==> config.mk <==
export PLATFORM = sky130hd
export DESIGN_NAME = demo_slave_responder
export DESIGN_NICKNAME = d
export VERILOG_FILES = /design/src/rtl/demo_bus_pkg.sv /design/src/rtl/demo_reg_mem.sv /design/src/rtl/demo_slave_responder.sv
export SDC_FILE = /design/constraint.sdc
export NUM_CORES = 1
export LEC_CHECK = 0
export CORE_MARGIN = 5
export CORE_UTILIZATION = 55
export DETAILED_ROUTE_END_ITERATION = 8
export GPL_ROUTABILITY_DRIVEN = 0
export PLACE_DENSITY = 0.83
export SLEW_MARGIN = 5
export SYNTH_ARGS = -nofsm -noshare
export SYNTH_HDL_FRONTEND = slang
export SYNTH_SLANG_ARGS = --single-unit
==> constraint.sdc <==
create_clock -name clk -period 2.6 [get_ports clk]
set_input_delay 0.65 -clock clk [delete_from_list [all_inputs] [get_ports clk]]
set_output_delay 0.65 -clock clk [all_outputs]
set_load 0.01 [all_outputs]
==> src/rtl/demo_bus_pkg.sv <==
// Shared definitions for the demo system bus: request mode codes, responder state encoding, default window base.
// Latency: none (type and constant definitions only).
// Backpressure: not applicable.
package demo_bus_pkg;

  // Request direction carried on s_mode
  localparam logic MODE_READ  = 1'b0;
  localparam logic MODE_WRITE = 1'b1;

  // Responder FSM states
  typedef enum logic [1:0] {
    ST_IDLE = 2'd0,
    ST_WAIT = 2'd1,
    ST_RESP = 2'd2
  } resp_state_e;

  // Default base of the responder's address window
  localparam logic [15:0] DEFAULT_BASE_ADDR = 16'h1000;

endpackage

==> src/rtl/demo_reg_mem.sv <==
// Small register file backing the responder: synchronous write, asynchronous read, synchronous clear.
// Latency: write lands at the clock edge; read data follows raddr combinationally.
// Backpressure: none; a write is taken on every cycle that we is high.
module demo_reg_mem #(
  parameter int AW = 5,
  parameter int DW = 8
) (
  input  logic          clk,
  input  logic          rst,
  input  logic          we,
  input  logic [AW-1:0] waddr,
  input  logic [DW-1:0] wdata,
  input  logic [AW-1:0] raddr,
  output logic [DW-1:0] rdata
);

  localparam int DEPTH = 1 << AW;

  logic [DW-1:0] mem_q [DEPTH];
  logic [DW-1:0] mem_d [DEPTH];

  // Next contents: hold everything, overwrite the addressed entry on a write
  always_comb begin
    mem_d = mem_q;
    if (we) begin
      mem_d[waddr] = wdata;
    end
  end

  // Storage registers; reset clears every entry
  always_ff @(posedge clk) begin
    if (rst) begin
      for (int i = 0; i < DEPTH; i++) begin
        mem_q[i] <= '0;
      end
    end else begin
      mem_q <= mem_d;
    end
  end

  assign rdata = mem_q[raddr];

endmodule

==> src/rtl/demo_slave_responder.sv <==
// Bus slave responder: accepts one read/write request, waits WAIT_CYCLES, answers with a one-cycle s_rvalid pulse.
// Latency: request accepted at edge N gives s_rvalid in cycle N+1+WAIT_CYCLES; next accept possible one cycle later.
// Backpressure: s_ready is high only in IDLE; s_valid is ignored while a request is in flight (no queueing).
module demo_slave_responder
  import demo_bus_pkg::*;
#(
  parameter int                    ADDR_WIDTH     = 16,
  parameter int                    DATA_WIDTH     = 8,
  parameter int                    MEM_ADDR_WIDTH = 5,
  parameter logic [ADDR_WIDTH-1:0] BASE_ADDR      = ADDR_WIDTH'(DEFAULT_BASE_ADDR),
  parameter int                    WAIT_CYCLES    = 2
) (
  input  logic                      clk,
  input  logic                      rst,
  input  logic                      s_valid,
  input  logic                      s_mode,
  input  logic [ADDR_WIDTH-1:0]     s_addr,
  input  logic [DATA_WIDTH-1:0]     s_wdata,
  output logic                      s_ready,
  output logic                      s_rvalid,
  output logic [DATA_WIDTH-1:0]     s_rdata,
  output logic                      s_err,
  output logic [7:0]                wr_count,
  output logic [MEM_ADDR_WIDTH-1:0] last_addr
);

  localparam int              CNT_W     = 4;
  localparam logic [CNT_W-1:0] WAIT_LOAD = CNT_W'(WAIT_CYCLES);

  resp_state_e state_q, state_d;
  logic [CNT_W-1:0]          cnt_q, cnt_d;
  logic                      mode_q, mode_d;
  logic [ADDR_WIDTH-1:0]     addr_q, addr_d;
  logic [DATA_WIDTH-1:0]     wdata_q, wdata_d;
  logic [DATA_WIDTH-1:0]     rdata_q, rdata_d;
  logic                      err_q, err_d;
  logic [7:0]                wr_count_q, wr_count_d;
  logic [MEM_ADDR_WIDTH-1:0] last_addr_q, last_addr_d;

  logic                      enter_resp;
  logic                      req_mode;
  logic [ADDR_WIDTH-1:0]     req_addr;
  logic [DATA_WIDTH-1:0]     req_wdata;
  logic                      in_window;
  logic [MEM_ADDR_WIDTH-1:0] offset;
  logic                      mem_we;
  logic [DATA_WIDTH-1:0]     mem_rdata;

  // Request seen at RESP entry: the live bus in IDLE (zero-wait case), otherwise the captured copy
  always_comb begin
    req_mode  = mode_q;
    req_addr  = addr_q;
    req_wdata = wdata_q;
    if (state_q == ST_IDLE) begin
      req_mode  = s_mode;
      req_addr  = s_addr;
      req_wdata = s_wdata;
    end
    in_window = (req_addr[ADDR_WIDTH-1:MEM_ADDR_WIDTH] == BASE_ADDR[ADDR_WIDTH-1:MEM_ADDR_WIDTH]);
    offset    = req_addr[MEM_ADDR_WIDTH-1:0];
  end

  // FSM next state, request capture and wait countdown
  always_comb begin
    state_d    = state_q;
    cnt_d      = cnt_q;
    mode_d     = mode_q;
    addr_d     = addr_q;
    wdata_d    = wdata_q;
    enter_resp = 1'b0;
    case (state_q)
      ST_IDLE: begin
        if (s_valid) begin
          mode_d  = s_mode;
          addr_d  = s_addr;
          wdata_d = s_wdata;
          cnt_d   = WAIT_LOAD;
          if (WAIT_CYCLES == 0) begin
            state_d    = ST_RESP;
            enter_resp = 1'b1;
          end else begin
            state_d = ST_WAIT;
          end
        end
      end
      ST_WAIT: begin
        cnt_d = cnt_q - 1'b1;
        if (cnt_q <= 1) begin
          state_d    = ST_RESP;
          enter_resp = 1'b1;
        end
      end
      ST_RESP: begin
        state_d = ST_IDLE;
      end
      default: begin
        state_d = ST_IDLE;
      end
    endcase
  end

  // Response data, error flag, write counter and last offset, all loaded on the edge entering RESP
  always_comb begin
    rdata_d     = rdata_q;
    err_d       = err_q;
    wr_count_d  = wr_count_q;
    last_addr_d = last_addr_q;
    mem_we      = 1'b0;
    if (enter_resp) begin
      if (in_window) begin
        err_d       = 1'b0;
        last_addr_d = offset;
        if (req_mode == MODE_WRITE) begin
          mem_we     = 1'b1;
          rdata_d    = req_wdata;
          wr_count_d = wr_count_q + 8'd1;
        end else begin
          rdata_d = mem_rdata;
        end
      end else begin
        err_d   = 1'b1;
        rdata_d = '0;
      end
    end
  end

  // State and datapath registers; reset drops any in-flight request
  always_ff @(posedge clk) begin
    if (rst) begin
      state_q     <= ST_IDLE;
      cnt_q       <= '0;
      mode_q      <= MODE_READ;
      addr_q      <= '0;
      wdata_q     <= '0;
      rdata_q     <= '0;
      err_q       <= 1'b0;
      wr_count_q  <= '0;
      last_addr_q <= '0;
    end else begin
      state_q     <= state_d;
      cnt_q       <= cnt_d;
      mode_q      <= mode_d;
      addr_q      <= addr_d;
      wdata_q     <= wdata_d;
      rdata_q     <= rdata_d;
      err_q       <= err_d;
      wr_count_q  <= wr_count_d;
      last_addr_q <= last_addr_d;
    end
  end

  demo_reg_mem #(
    .AW (MEM_ADDR_WIDTH),
    .DW (DATA_WIDTH)
  ) u_mem (
    .clk   (clk),
    .rst   (rst),
    .we    (mem_we),
    .waddr (offset),
    .wdata (req_wdata),
    .raddr (offset),
    .rdata (mem_rdata)
  );

  assign s_ready   = (state_q == ST_IDLE);
  assign s_rvalid  = (state_q == ST_RESP);
  assign s_rdata   = rdata_q;
  assign s_err     = err_q;
  assign wr_count  = wr_count_q;
  assign last_addr = last_addr_q;

endmodule

==> impl_metrics.env, run 1 <==
export IMPL_final_nets=1909
export IMPL_pre_cts_ws_ns=-0.5851
export IMPL_yosysTopAreaCell="dfxtp_1"
export IMPL_portBuffers=51
export IMPL_fin_crit_ns=2.620
export IMPL_wl_per_cell_um=21.75
export IMPL_start_util=0.5604
export IMPL_fin_area_um2=17870
export IMPL_clock_skew_ns=0.01728
export IMPL_synth_xor_area_frac=0.002982
export IMPL_die_h_um=173.4
export IMPL_cp_num_buf_inv=6
export IMPL_crit_chain="clkdlybuf4s50_1, nor4b_4, buf_4, nand3_4, buf_4, a2111oi_4, buf_4, buf_6, buf_4, a21oi_1, a311oi_1"
export IMPL_vias=14690
export IMPL_cpMostUsedCell="buf_4"
export IMPL_status="finished with violations"
export IMPL_synth_area_per_cell_um2=8.316
export IMPL_clk_latency_ns=0.57
export IMPL_layout_drive_gt1_share=0.1837
export IMPL_synthSimpleGateAreaFrac=0.2006
export IMPL_relSlewSlack=0.5097
export IMPL_hpwl_um=32170
export IMPL_synth_edff_count=0
export IMPL_powerDensity_nw_per_um2=667.5
export IMPL_routed_via_density=6.571
export IMPL_synth_top_area_frac=0.4212
export IMPL_synth_top_family_by_area="compound AO/OA/AOI/OAI gates"
export IMPL_track_usage=0.3011
export IMPL_drv_slew=0
export IMPL_violations="DRC, setup timing"
export IMPL_synth_seq_cells=309
export IMPL_postSynthCellCount=1766
export IMPL_timing_fmax_ghz=0.3817
export IMPL_setup_viol_count_final=3
export IMPL_antenna_found_initial=0
export IMPL_peakVddDrop_mv=0.5296
export IMPL_detail_route_first_pass_iterations=9
export IMPL_grt_pass1_wl_um=74390
export IMPL_clk_pin_slew_ns=0.06
export IMPL_synth_compound_area_share=0.2501
export IMPL_std_cell_rows=59
export IMPL_muxShareOfSynthArea=0.05291
export IMPL_syn_to_final_growth_pct=21.67
export IMPL_root_buffer="clkbuf_16"
export IMPL_synth_area_um2=14690
export IMPL_synth_async_sr_flop_share=0
export IMPL_grt_pass1_vias=13870
export IMPL_synthAdderAreaFrac=0.002556
export IMPL_crit_family="buffers and inverters"
export IMPL_pin_count=52
export IMPL_ff2ff_setup_slack_ns=-0.01
export IMPL_hold_viol=0
export IMPL_crit_type="input port to flop"
export IMPL_clockBufferDepth=3
export IMPL_grt_remaining_overflow=0
export IMPL_die_w_um=173.4
export IMPL_p_leak_nw=6.045
export IMPL_antenna_cells=0
export IMPL_yosys_top_cells_area="dfxtp_1, nand2_1, a21oi_1, a211oi_1, mux2i_1"
export IMPL_yosys_top_cells_count="nand2_1, dfxtp_1, a21oi_1, nor2_1, clkbuf_1"
export IMPL_rsz0062_at_grt="yes"
export IMPL_ys_seq_area_frac=0.4212
export IMPL_fin_ws_ns=-0.01995
export IMPL_postPlaceCellArea_um2=16470
export IMPL_max_stage_delay_ns=0.48
export IMPL_cts_buffers=31
export IMPL_cts_sinks=309
export IMPL_wirelength_um=48620
export IMPL_hold_path_class="input port to flop"
export IMPL_cts_hold_buffers_added=0
export IMPL_grt_max_degree=141
export IMPL_critPathSlowestCell="clkdlybuf4s50_1"
export IMPL_htree_levels=1
export IMPL_timing_final_crit_share=1.008
export IMPL_synth_warnings=0
export IMPL_cp_arrival_ns=3.08
export IMPL_first_iter_violations=2371
export IMPL_cp_max_fo=5
export IMPL_max_cap_violations=0
export IMPL_drc_errors=35
export IMPL_cts_tree="built"
export IMPL_core_area_um2=26210
export IMPL_dieArea_um2=30070
export IMPL_end_kind="flop"
export IMPL_crit_path_start_kind="input port"
export IMPL_synth_distinct_cells=79
export IMPL_postRouteAntennaNets=0
export IMPL_yosysMostFrequentCell="nand2_1"
export IMPL_synthFlopType="dfxtp_1"
export IMPL_tightest_slew_ns=0.7355
export IMPL_syn_num_nets=1797
export IMPL_required_ns=3.06
-- routing by layer --
metal | routed length, µm | up-vias | track usage
met3 | 5354 | 270 | 0.07786
li1 | - | 6564 | -
met5 | 0 | - | 0
met1 | 18200 | 6925 | 0.3732
met4 | 3200 | 0 | 0.1623
met2 | 21860 | 927 | 0.4813
-- stage by stage --
step                      hold slack, ns  setup TNS (ns)    util  power [mW]  std cells
after floorplan                   0.4275               0       -       6.104       1766
after global placement            0.4350          -94.42  0.6285       7.044       2165
after detailed placement          0.4437         -106.30  0.6285       7.078       2165
after CTS                         0.4514               0  0.6725       11.77       2227
after global routing              0.4410          -1.843  0.6819       12.21       2235
final                             0.4308        -0.03040  0.6819       11.93       2235
-- report_power, final --
part	total (mW)	switching, mW	internal, mW
sequential	4.83	0.0482	4.78
combinational	2.34	1.50	0.846
clock	4.76	1.91	2.85
total	11.9	3.46	8.47
-- cells in the final DEF, fill, tap and decap left out, types with 5 or more instances in the layout --
master	count
a211oi_1	78
a211oi_2	23
a21o_1	13
a21oi_1	216
a221oi_1	9
a22oi_1	10
a311oi_1	66
a31oi_1	7
a32oi_1	13
and2_1	18
and2_4	5
buf_12	30
buf_4	173
buf_6	6
bufinv_16	5
clkbuf_1	5
clkbuf_16	31
clkbuf_8	6
clkdlybuf4s50_1	46
clkinv_2	5
dfxtp_1	309
inv_1	6
mux2_2	7
mux2i_1	53
mux2i_2	10
nand2_1	349
nand3_1	28
nand4_1	28
nor2_1	143
nor3_1	22
nor3_2	5
o2111ai_1	5
o21a_1	15
o21ai_0	28
o31ai_1	8
o41ai_1	6
or3_1	10
or4_1	5
or4b_2	5
-- final timing paths --
kind / depth (start not counted) / start / to
worst min register to register: 2 / u_mem.mem_q[152] / u_mem.mem_q[152]
worst min-delay path: 3 / s_addr[10] / addr_q[10]
worst max register to register: 11 / state_q[1] / s_rdata[2]
worst max-delay path: 11 / s_addr[9] / u_mem.mem_q[38]
-- state kept, by name, summed over array words and instances (netlist names), 2 cells and up --
register	count
wdata_q	8
last_addr	5
addr_q	16
cnt_q	4
wr_count	8
s_rdata	8
u_mem.mem_q	256
state_q	2
-- final cells by class --
cell class | instances | area (µm²)
clock buffers | 42 | 877.1
repair buffers | 260 | 2492
flip-flops and latches | 309 | 6186
inverters | 7 | 31.28
clock inverters | 13 | 198.9
multi-input cells | 1269 | 7665
well taps | 335 | 419.2
fillers | 1886 | 8337
-- tightest hold or removal path, delay by kind of cell --
family,cells,cell delay [ns]
buffers and inverters,1,0.16
and+or+nand+nor,1,0.07
AOI/OAI and AO/OA,1,0.06
-- what timing repair did --
item	CTS	global route
pin swaps	2	11
buffers inserted	7	7
gates resized for setup	2	43
cloned	0	1
setup endpoints to repair	23	190
-- kinds of logic after synthesis --
family          count (synthesis)
compound gates                527
xor+xnor                        5
fa+ha+maj                       3
buf+inv                       188
flops                         309
mux                            73
simple gates                  661
Power figures use the tool's default switching activity.
==> run 2, diff against run 1 <==
- PLACE_DENSITY: 0.83 -> 0.84
- SLEW_MARGIN: 5 -> default
==> impl_metrics.env, run 2 (synthesis gave the netlist of run 1 again) <==
export IMPL_max_stage_delay_ns=0.52
export IMPL_status="finished with violations"
export IMPL_mostFrequentLayoutCells="nand2_1, dfxtp_1, a21oi_1"
export IMPL_grt_pass1_wl_um=77560
export IMPL_max_cap_violations=0
export IMPL_core_area_um2=26210
export IMPL_hold_path_startpoint="rst"
export IMPL_timing_final_crit_share=1.074
export IMPL_drv_slew=0
export IMPL_powerDensity_nw_per_um2=667.9
export IMPL_largest_reg_flops=256
export IMPL_portBuffers=51
export IMPL_drc_errors=6
export IMPL_fin_util=0.6890
export IMPL_whs_ns=0.4330
export IMPL_rsz0062_at_grt="yes"
export IMPL_hold_path_class="input port to flop"
export IMPL_r2r_end="u_mem.mem_q[12]"
export IMPL_antenna_cells=0
export IMPL_regMostFlops="u_mem.mem_q"
export IMPL_htree_levels=1
export IMPL_crit_path_start_kind="input port"
export IMPL_wirelength_um=51770
export IMPL_syn_to_final_growth_pct=22.95
export IMPL_critPathSlowestCell="clkdlybuf4s50_1"
export IMPL_clk_latency_ns=0.58
export IMPL_relSlewSlack=0.4358
export IMPL_instances_no_fill=2243
export IMPL_reg2reg_from="addr_q[5]"
export IMPL_peakVddDrop_mv=0.5245
export IMPL_routed_via_density=6.822
export IMPL_power_mw=12.06
export IMPL_cts_tree="built"
export IMPL_postPlaceCellArea_um2=16620
export IMPL_cts_buffers=31
export IMPL_end_kind="flop"
export IMPL_cpMostUsedCell="buf_4"
export IMPL_pre_cts_ws_ns=-0.7223
export IMPL_final_nets=1914
export IMPL_cp_max_fo=9
export IMPL_postRouteAntennaNets=0
export IMPL_clk_pin_slew_ns=0.06
export IMPL_root_buffer="clkbuf_16"
export IMPL_fin_area_um2=18060
export IMPL_cp_num_buf_inv=4
export IMPL_std_cell_rows=59
export IMPL_setup_tns_ns=-0.2575
export IMPL_grt_pass1_vias=14120
export IMPL_crit_chain="clkdlybuf4s50_1, buf_4, mux2_4, a2111oi_4, buf_12, and2_1, buf_4, nor2_1, a211oi_1"
export IMPL_crit_type="input port to flop"
export IMPL_cp_arrival_ns=3.23
export IMPL_start_util=0.5604
export IMPL_track_usage=0.3132
export IMPL_rr_worst_depth=8
export IMPL_timing_fmax_ghz=0.3582
export IMPL_grt_max_degree=135
export IMPL_violations="DRC, setup timing"
export IMPL_pin_count=52
export IMPL_detail_route_first_pass_iterations=9
export IMPL_setup_viol_count_final=4
export IMPL_tightest_slew_ns=0.8391
export IMPL_die_w_um=173.4
export IMPL_first_iter_violations=2530
export IMPL_dieArea_um2=30070
export IMPL_grt_remaining_overflow=0
export IMPL_ff2ff_setup_slack_ns=-0.18
export IMPL_antenna_found_initial=1
export IMPL_layout_drive_gt1_share=0.1892
export IMPL_required_ns=3.04
export IMPL_hold_viol=0
export IMPL_fillerInstances=1795
export IMPL_fin_ws_ns=-0.1917
export IMPL_mostFrequentLayoutCell="nand2_1"
export IMPL_cts_sinks=309
export IMPL_wl_per_cell_um=23.08
export IMPL_min_path_cells=2
export IMPL_p_leak_nw=6.129
export IMPL_clockBufferDepth=3
export IMPL_die_h_um=173.4
export IMPL_hold_end="wr_count[4]"
export IMPL_hpwl_um=32820
export IMPL_dp_cells=2172
export IMPL_vias=15300
export IMPL_crit_family="buffers and inverters"
export IMPL_fin_crit_ns=2.792
export IMPL_clock_skew_ns=0.01327
export IMPL_reg_largest_list="u_mem.mem_q (256), addr_q (16)"
[run 2: how the worst max path moves through the flow]
stage,start,to,slack (ns),cells past startpoint
after detailed placement,s_addr[2],u_mem.mem_q[161],-0.72,8
after global placement,s_addr[2],u_mem.mem_q[164],-0.64,8
after global routing,s_addr[5],u_mem.mem_q[12],-0.14,10
after floorplan,s_addr[9],u_mem.mem_q[165],0.11,8
after CTS,s_addr[1],s_rdata[2],0.006,10
final,s_addr[0],u_mem.mem_q[12],-0.19,9
[run 2: area by class of cell]
class,count,area (µm²),share of cell area
clock buffer,38,832.0,0.04608
timing repair buffer,265,2626,0.1454
sequential,309,6186,0.3426
clock inverter,20,241.5,0.01337
multi-input combinational,1269,7721,0.4276
inverter,7,31.28,0.001732
tap,335,419.2,0.02321
[run 2: report_power, final]
group	leakage [nW]	internal, mW	switching, mW	total, mW
Combinational	3.10	0.929	1.56	2.49
Clock	0.532	2.78	1.97	4.75
Sequential	2.49	4.78	0.0440	4.82
Total	6.13	8.48	3.58	12.1
[run 2: metal layers]
layer	wire (µm)	global-route usage
met1	18620	0.3899
met3	6341	0.08571
met4	3962	0.1606
met5	20	0
met2	22830	0.4994
[run 2: what timing repair did]
action,in CTS,in global routing
pin swaps,1,11
setup buffers,2,11
gates resized for setup,6,40
hold buffers,0,0
gates cloned,0,1
setup endpoints to repair,43,152
